File: src/rtl/alu_share_arb.sv
// Two-port arbiter in front of one shared ALU: picks a requester, holds its
// operands on the ALU for one cycle, registers result/flags and returns them.
module alu_share_arb #(
    parameter int WIDTH     = 32,
    parameter int FIXED_PRI = 0
) (
    input  logic             clk,
    input  logic             rst_n,
    input  logic             req0_valid,
    output logic             req0_ready,
    input  logic [WIDTH-1:0] req0_a,
    input  logic [WIDTH-1:0] req0_b,
    input  logic [2:0]       req0_op,
    input  logic             req1_valid,
    output logic             req1_ready,
    input  logic [WIDTH-1:0] req1_a,
    input  logic [WIDTH-1:0] req1_b,
    input  logic [2:0]       req1_op,
    output logic [WIDTH-1:0] alu_a,
    output logic [WIDTH-1:0] alu_b,
    output logic [2:0]       alu_gin,
    input  logic [WIDTH-1:0] alu_result,
    input  logic             alu_zout,
    input  logic             alu_vout,
    input  logic             alu_nout,
    output logic             rsp0_valid,
    input  logic             rsp0_ready,
    output logic             rsp1_valid,
    input  logic             rsp1_ready,
    output logic [WIDTH-1:0] rsp_result,
    output logic             rsp_z,
    output logic             rsp_v,
    output logic             rsp_n,
    output logic             rsp_err,
    output logic             busy
);
    localparam logic [1:0] IDLE = 2'd0;
    localparam logic [1:0] EXEC = 2'd1;
    localparam logic [1:0] RESP = 2'd2;

    logic [1:0]       state;
    logic             last_grant;
    logic             grant;
    logic [WIDTH-1:0] a_q;
    logic [WIDTH-1:0] b_q;
    logic [2:0]       op_q;
    logic             win;
    logic             any_req;
    logic             legal;
    logic             v_ok;
    logic             rsp_take;

    // win: 0 -> port 0, 1 -> port 1; only meaningful when any_req
    always_comb begin
        any_req = req0_valid | req1_valid;
        if (req0_valid && req1_valid)
            win = (FIXED_PRI != 0) ? 1'b0 : ~last_grant;
        else
            win = ~req0_valid;
    end

    assign req0_ready = (state == IDLE) & req0_valid & ~win;
    assign req1_ready = (state == IDLE) & req1_valid & win;

    assign alu_a   = a_q;
    assign alu_b   = b_q;
    assign alu_gin = op_q;

    assign legal    = (op_q != 3'b100) && (op_q != 3'b101);
    // the ALU only refreshes its overflow output for add and subtract
    assign v_ok     = (op_q == 3'b010) || (op_q == 3'b110);
    assign rsp_take = grant ? rsp1_ready : rsp0_ready;

    assign rsp0_valid = (state == RESP) & ~grant;
    assign rsp1_valid = (state == RESP) & grant;
    assign busy       = (state != IDLE);

    always_ff @(posedge clk or negedge rst_n) begin
        if (!rst_n) begin
            state      <= IDLE;
            last_grant <= 1'b1;
            grant      <= 1'b0;
            a_q        <= '0;
            b_q        <= '0;
            op_q       <= '0;
            rsp_result <= '0;
            rsp_z      <= 1'b0;
            rsp_v      <= 1'b0;
            rsp_n      <= 1'b0;
            rsp_err    <= 1'b0;
        end else begin
            case (state)
                IDLE: if (any_req) begin
                    a_q        <= win ? req1_a  : req0_a;
                    b_q        <= win ? req1_b  : req0_b;
                    op_q       <= win ? req1_op : req0_op;
                    grant      <= win;
                    last_grant <= win;
                    state      <= EXEC;
                end
                EXEC: begin
                    rsp_result <= legal ? alu_result : '0;
                    rsp_z      <= legal & alu_zout;
                    rsp_n      <= legal & alu_nout;
                    rsp_v      <= legal & v_ok & alu_vout;
                    rsp_err    <= ~legal;
                    state      <= RESP;
                end
                RESP: if (rsp_take) state <= IDLE;
                default: state <= IDLE;
            endcase
        end
    end
endmodule
File: config.mk
export PLATFORM = sky130hd
export DESIGN_NAME = alu_share_arb
export DESIGN_NICKNAME = d
export VERILOG_FILES = /design/src/rtl/alu_share_arb.sv
export SDC_FILE = /design/constraint.sdc
export NUM_CORES = 1
export LEC_CHECK = 0
export CORE_ASPECT_RATIO = 1.2
export CORE_MARGIN = 5
export CORE_UTILIZATION = 32
export CTS_BUF_LIST = sky130_fd_sc_hd__clkbuf_16
export CTS_CLUSTER_SIZE = 40
export DETAILED_ROUTE_END_ITERATION = 16
export DONT_BUFFER_PORTS = 1
export PLACE_DENSITY_LB_ADDON = 0.3
export SLEW_MARGIN = 10
export SYNTH_ARGS = -nofsm -noshare
export SYNTH_HDL_FRONTEND = slang
export SYNTH_SLANG_ARGS = --single-unit
File: constraint.sdc
create_clock -name clk -period 4.6 [get_ports clk]
set_input_delay 0.46 -clock clk [delete_from_list [all_inputs] [get_ports clk]]
set_output_delay 0.46 -clock clk [all_outputs]
set_load 0.005 [all_outputs]
==> results of run 1 <==
routing by layer:
| metal | track usage, % | wire length [µm] |
|---|---|---|
| met5 | 0 | 0 |
| met4 | 5.13 | 282 |
| met3 | 7.12 | 1880 |
| met2 | 27.2 | 7390 |
| met1 | 19.7 | 5650 |
metrics by stage:
stage	util, %	power, µW	setup WS (ns)
2_1_floorplan	-	2680	2.89
3_3_place_gp	32.7	2980	2.61
3_5_place_dp	32.7	3030	2.59
4_1_cts	34.8	3820	2.20
5_1_grt	34.8	4040	2.04
6_report	34.8	3770	2.18
registers in the layout, indices dropped and copies added, names as in the netlist:
| name | flops |
|---|---|
| rsp_v | 1 |
| alu_gin | 3 |
| rsp_err | 1 |
| grant | 1 |
| rsp_z | 1 |
| alu_b | 32 |
| last_grant | 1 |
| rsp_n | 1 |
| state | 2 |
| alu_a | 32 |
| rsp_result | 32 |
cell type report:
cell class,instances,share of cell area (%)
clock buffers,9,4.34
repair buffers,7,1.40
flip-flops and latches,107,51.7
clock inverters,7,1.30
inverters,5,0.362
multi-input cells,325,36.0
well taps,204,4.92
critical path, cell delays in order (launching register included):
cell	delay (ns)
dfrtp_1	0.42
nor2_4	0.12
buf_4	0.59
inv_1	0.19
nor2_1	0.20
logic make-up after synthesis:
| family | synth area share [%] |
|---|---|
| AO/OA/AOI/OAI | 29.7 |
| flip-flops | 55.6 |
| AND/OR/NAND/NOR | 8.52 |
| buffers and inverters | 6.00 |
| multiplexers | 0.234 |
report_power, final:
part           internal [µW]  switching, µW  total (µW)
clock network            383            376         759
logic                    453            724        1180
registers               1410            424        1830
worst max path at each step:
stage	to	slack [ns]	cells after the start
floorplan	req0_ready	2.89	5
CTS	req0_ready	2.20	4
finish	req0_ready	2.18	4
detailed placement	req0_ready	2.59	4
global route	req0_ready	2.04	4
global placement	req0_ready	2.61	4
cell usage after synthesis (all sizes together), types with 2 or more instances:
master  count  area (µm²)
dfrtp     106        2650
a21oi      71         355
a31oi      69         432
o21ai      69         345
nand3      67         335
clkbuf     48         180
a22o       34         298
buf        13        90.1
inv         5        18.8
nor2        4        15.0
nand2b      3        18.8
nand2       2        7.51
repair_timing:
| item | in CTS | in global routing |
|---|---|---|
| buffers inserted | 0 | 0 |
| endpoints found under the hold margin | 107 | 0 |
| hold buffers | 1 | 0 |
==> flow_summary.rst, run 1 <==
.. list-table::
   :header-rows: 1

   * - Metric
     - Value
   * - Maximum number of pins on one net before global-route repair
     - about 110
   * - Number of fillers in the final layout
     - between 1.5k and 2k
   * - Final worst path period share
     - 52.5%
   * - Peak ir drop on the vdd network
     - approximately 0.34 mV
   * - Die height
     - approximately 140 µm
   * - Number of enable-type register cells in the synthesized netlist
     - 0
   * - Synthesis-to-finish area growth
     - 7.61%
   * - CTS Buf Count
     - 9
   * - Post-synth cell types
     - 21
   * - Post-CTS resize count
     - 0
   * - Setup total negative slack
     - 0 ns
   * - PortBufs
     - 0
   * - Most frequent cells in the layout
     - dfrtp_1 (106), a21oi_1 (70), o21ai_0 (69), a31oi_1 (69), nand3_1 (67)
   * - Count of inserted antenna diode cells
     - 0
   * - Reg-to-reg critical path startpoint
     - last_grant
   * - Number of violations of the max-capacitance limit
     - 0
   * - Reg2reg path depth
     - 4
   * - Count of warnings emitted by yosys
     - 0
   * - Syn_nets
     - between 600 and 700
   * - Syn Std Cell Area
     - just under 5000 µm²
   * - Class of the tightest hold or removal check
     - primary input to async pin
   * - Syn Inst Count
     - approximately 500
   * - RR Endpoint
     - alu_b[6]
   * - Critical Path AT
     - around 2.0 ns
   * - Placed Instances
     - 647
   * - Clock slew at the register clock pins of the worst setup and hold paths
     - around 0.080 ns
   * - Final weighted congestion of routability-driven global placement
     - 0.751
   * - Number of hold-slack violations in the final timing report
     - 5
   * - Syn Area/Cell
     - between 9 and 10 µm²
   * - Post-synth ARST share
     - 100%
   * - Leakage power
     - 0.00201 µW
   * - Maximum clock skew at final layout
     - between 0.009 and 0.01 ns
   * - Most instantiated flip-flop cell in the synthesis netlist
     - dfrtp_1
   * - Share of final-layout standard cells stronger than drive strength 1
     - 6.96%
   * - Clock tree from TritonCTS
     - done
   * - Highest fanout seen on the critical path
     - 73
   * - Initial drt markers
     - approximately 340
   * - Final Routed Wirelength
     - around 15 mm
   * - Area inside the core boundary
     - 14,900 µm²
   * - Number of remaining DRC errors
     - 0
   * - Instance area at placement
     - 4870 µm²
   * - Sequential fraction of the synthesis area
     - between 50% and 60%
   * - Wire length of the first global-routing pass
     - about 23 mm
   * - Design area
     - 5190 µm²
   * - Maximum clock frequency
     - 414 MHz
   * - Worst slew margin relative to its limit
     - between 20% and 30%
   * - Most common cell after layout, fill and taps aside
     - dfrtp_1
   * - Floorplan row count
     - 49
   * - Net count of the finished layout
     - 630
   * - Number of antenna violations at the first check in global routing
     - 0
   * - Post-detailed-route wirelength per cell
     - about 23 µm
   * - Failing checks
     - negative hold slack
   * - Depth of the CTS H-tree
     - 3
   * - Number of global-route vias before repair
     - just over 4k
   * - Overall track demand over capacity in global routing
     - 16.5%
   * - Number of search-and-repair iterations in the first detailed-routing pass
     - 5
   * - Detailed-placement wirelength estimate
     - 10.4 mm
   * - Area of the multi-input gates
     - approximately 1900 µm²
   * - Type of element capturing the critical path
     - output pin
   * - Unrepaired setup endpoints after global routing
     - no
   * - Filler-free cell count of the finished design
     - around 660
   * - Type of origin of the critical path
     - flip-flop
   * - Clk root buf
     - clkbuf_16
   * - Max Root-Sink Buffers
     - 2
   * - Initial standard-cell utilization of the core
     - approximately 32%
   * - Final antenna-violating net count
     - 0
   * - # setup viols final
     - 0
   * - Worst setup path category
     - flip-flop to output pin
   * - Floorplan die width
     - ~120 µm
   * - Setup slack of the worst register-to-register path
     - around 2.6 ns
   * - Residual overflow from global routing
     - 0
   * - Tightest hold margin
     - -0.00714 ns
   * - Max-slew violation count
     - 0
   * - Worst-Margin Slew
     - 1.07 ns
   * - Via Count
     - approximately 4.0k
   * - Worst skew pair latency
     - between 0.3 and 0.4 ns
   * - Synthesized flop and latch total
     - about 110
   * - Vias per cell
     - ~6
   * - Pwr Density
     - between 700 and 800 nW/µm²
   * - Die footprint
     - 17,600 µm²
   * - Storage cell area
     - about 2700 µm²
   * - Clock sink count
     - 107
   * - Min Tclk post-route
     - ~2.4 ns
   * - Run status
     - finished with violations
   * - Number of primary I/O pins
     - roughly 280
   * - Launching instance or port of the critical path
     - state[1]
   * - Data required, critical path
     - 4.14 ns
(Power assumes the default switching activity.)
==> run 2, diff against run 1 <==
clock period = 2.5 ns   (was 4.6 ns; I/O delays follow)
==> run 2 against run 1 <==
- the flow still finishes with violations (negative hold slack)
- sequential power up 84%
- sequential share of layout area down 0.49 points
- clock power up 83%
- cell count up 1.1%
- clock skew up 0.00065 ns
- final area up 0.97%
- register-to-register slack worse by 2.0 ns
- setup slack worse by 1.5 ns
- sequential cell count unchanged
- critical path type is now flip-flop to flip-flop
==> flow_summary.rst, run 2 (synthesized netlist as in run 1, its figures left out) <==
.. list-table::
   :header-rows: 1

   * - Metric
     - Value
   * - Run status
     - finished with violations
   * - Failing checks
     - negative hold slack
   * - Final Routed Wirelength
     - 15.5 mm (+1.6%)
   * - Min Tclk post-route
     - approximately 1.8 ns
   * - Share of final-layout standard cells stronger than drive strength 1
     - 7.74% (+0.79 points)
   * - Worst skew pair latency
     - 0.35 ns (about the same)
   * - Wire length of the first global-routing pass
     - 23.2 mm (+1.6%)
   * - Class of the tightest hold or removal check
     - primary input to async pin
   * - Number of primary I/O pins
     - 283 (unchanged)
   * - Instance area at placement
     - 4930 µm² (+1.3%)
   * - Die height
     - 144 µm (unchanged)
   * - Relative contribution of the clock network to total power
     - 19.9% (-0.2 points)
   * - Combinational share of power
     - 31.9% (+0.7 points)
   * - Worst slew margin relative to its limit
     - 29.6% (+1.1 points)
   * - Floorplan row count
     - 49 (unchanged)
   * - Highest layer used for signal routing
     - met4
   * - Tightest hold margin
     - -0.406 ns (-0.399 ns)
   * - Maximum number of pins on one net before global-route repair
     - 108 (unchanged)
   * - Routed length on met3
     - 1.76 mm (-6.4%)
   * - Pwr Density
     - 1330 nW/µm² (+84%)
   * - Synthesis-to-finish area growth
     - 8.64%
   * - Number of remaining DRC errors
     - 0 (unchanged)
   * - Metal-1 WL
     - 5.83 mm (+3.1%)
   * - Depth of the CTS H-tree
     - 3 (unchanged)
   * - Post-detailed-route wirelength per cell
     - 23.0 µm (+0.53%)
   * - Maximum clock frequency
     - about 550 MHz
   * - Detailed-placement wirelength estimate
     - 10.8 mm (+3.8%)
   * - Final weighted congestion of routability-driven global placement
     - 0.755 (+0.55%)
   * - Data required, critical path
     - 2.76 ns (-1.38 ns)
   * - Initial drt markers
     - 250 (-26%)
   * - Vias per cell
     - 5.93 (-0.74%)
   * - Most frequent cells in the layout
     - dfrtp_1 (106), a21oi_1 (70), o21ai_0 (69), a31oi_1 (69), nand3_1 (67)
   * - Overall track demand over capacity in global routing
     - 16.8% (+0.25 points)
   * - CTS Buf Count
     - 9 (unchanged)
   * - Peak ir drop on the vdd network
     - 0.403 mV (+19%)
   * - Share of power burned in registers
     - 48.2% (-0.4 points)
   * - Net Sw Power
     - 2790 µW (+83%)
   * - # setup viols final
     - 0 (unchanged)
   * - Clk root buf
     - clkbuf_16
   * - Net switching fraction of the power
     - 39.9% (-0.54 points)
   * - Type of element capturing the critical path
     - flip-flop
   * - Final antenna-violating net count
     - 0 (unchanged)
   * - Internal portion of total power
     - 4190 µW (+87%)
   * - Die footprint
     - 17,600 µm² (unchanged)
   * - # hold bufs at CTS
     - 1 (unchanged)
   * - Buffers inserted during post-CTS setup optimization
     - 0 (unchanged)
   * - Floorplan die width
     - 122 µm (unchanged)
   * - Type of origin of the critical path
     - flip-flop
   * - Worst setup path category
     - flip-flop to flip-flop
   * - Max-slew violation count
     - 0 (unchanged)
   * - Storage cell area
     - 2680 µm² (unchanged)
   * - Maximum clock skew at final layout
     - 0.0102 ns (+0.000652 ns)
   * - Number of violations of the max-capacitance limit
     - 0 (unchanged)
   * - Number of global-route vias before repair
     - 4,178 (+1.7%)
   * - Clock tree from TritonCTS
     - done
   * - Most common cell after layout, fill and taps aside
     - dfrtp_1
   * - Leakage power
     - 0.00203 µW (+1.1%)
   * - Met2 WL post-DR
     - 7.52 mm (+1.7%)
   * - Residual overflow from global routing
     - 0 (unchanged)
   * - Number of fillers in the final layout
     - 1,538 (+0.85%)
   * - Clock sink count
     - 107 (unchanged)
   * - Initial standard-cell utilization of the core
     - 32.4% (unchanged)
   * - Net count of the finished layout
     - 635 (+0.79%)
   * - Unrepaired setup endpoints after global routing
     - no
   * - Post-CTS resize count
     - 0 (unchanged)
   * - PortBufs
     - 0 (unchanged)
   * - Max Root-Sink Buffers
     - 2 (unchanged)
   * - Clock slew at the register clock pins of the worst setup and hold paths
     - 0.08 ns (about the same)
   * - Via Count
     - 3,979 (+0.30%)
   * - Area of the multi-input gates
     - 1870 µm² (unchanged)
   * - Area inside the core boundary
     - 14,900 µm² (unchanged)
   * - Number of hold-slack violations in the final timing report
     - 107 (+102)
   * - Highest fanout seen on the critical path
     - 67 (-8.2%)
   * - Critical Path AT
     - 2.10 ns (+0.14 ns)
   * - Design area
     - 5240 µm² (+0.97%)
   * - Number of search-and-repair iterations in the first detailed-routing pass
     - 5 (unchanged)
   * - Worst-Margin Slew
     - 1.06 ns (-0.0168 ns)
   * - Number of antenna violations at the first check in global routing
     - 1 (+1)
   * - Final worst path period share
     - roughly three quarters
   * - Setup total negative slack
     - 0 ns (unchanged)
==> run 2: cell count changes in the layout (fill, tap and decap cells not counted) <==
cell           delta
buf_12            +2
buf_16            -1
buf_4             +3
clkinv_4          +1
diode_2           +2
dlygate4sd3_1     +1
inv_6             -1
==> run 2: final timing paths <==
| check | depth (start not counted) | to | from | slack, ns |
|---|---|---|---|---|
| worst min register to register | 2 | last_grant | last_grant | 0.53 |
| worst min-delay path | 0 | alu_b[5] | rst_n | -0.41 |
| min in group clk | 1 | rsp_result[20] | alu_result[20] | 0.03 |
| worst max register to register | 3 | alu_b[16] | last_grant | 0.67 |
| max in group asynchronous | 0 | last_grant | rst_n | 2.69 |
| worst max-delay path | 3 | alu_b[16] | last_grant | 0.67 |
==> run 2: critical path, stage by stage (launching register included) <==
cell and delay [ns]:
dfstp_2 0.38, and2b_2 0.87, o21ai_0 0.21, a31oi_1 0.22
==> run 2: area by class of cell <==
type / count / area share [%]
sequential: 107 / 51.2
multi-input combinational: 325 / 35.7
tap: 204 / 4.87
clock buffer: 9 / 4.30
timing repair buffer: 12 / 2.25
clock inverter: 7 / 1.29
inverter: 5 / 0.358
antenna: 2 / 0.0956
==> run 2: stage by stage <==
stage	setup slack [ns]	std cells	total power [µW]	utilization [%]
finish	0.666	671	6980	35.1
detailed placement	0.658	652	5660	33.1
CTS	0.662	669	7090	35.1
global route	0.496	671	7480	35.1
global placement	0.746	652	5570	33.1
floorplan	1.00	498	4920	-
==> run 2: layer usage <==
layer / vias up / global-route usage (%)
met5: - / 0
met4: 0 / 6.19
met3: 19 / 6.26
met2: 246 / 28.6
met1: 1927 / 19.3
li1: 1787 / -
==> run 2: power groups by stage <==
stage,registers (µW),logic [µW],clock network [µW]
3_3_place_gp,3410,2160,0
2_1_floorplan,3110,1820,0
3_5_place_dp,3410,2250,0
5_1_grt,3470,2490,1510
4_1_cts,3390,2250,1450
6_report,3360,2230,1390
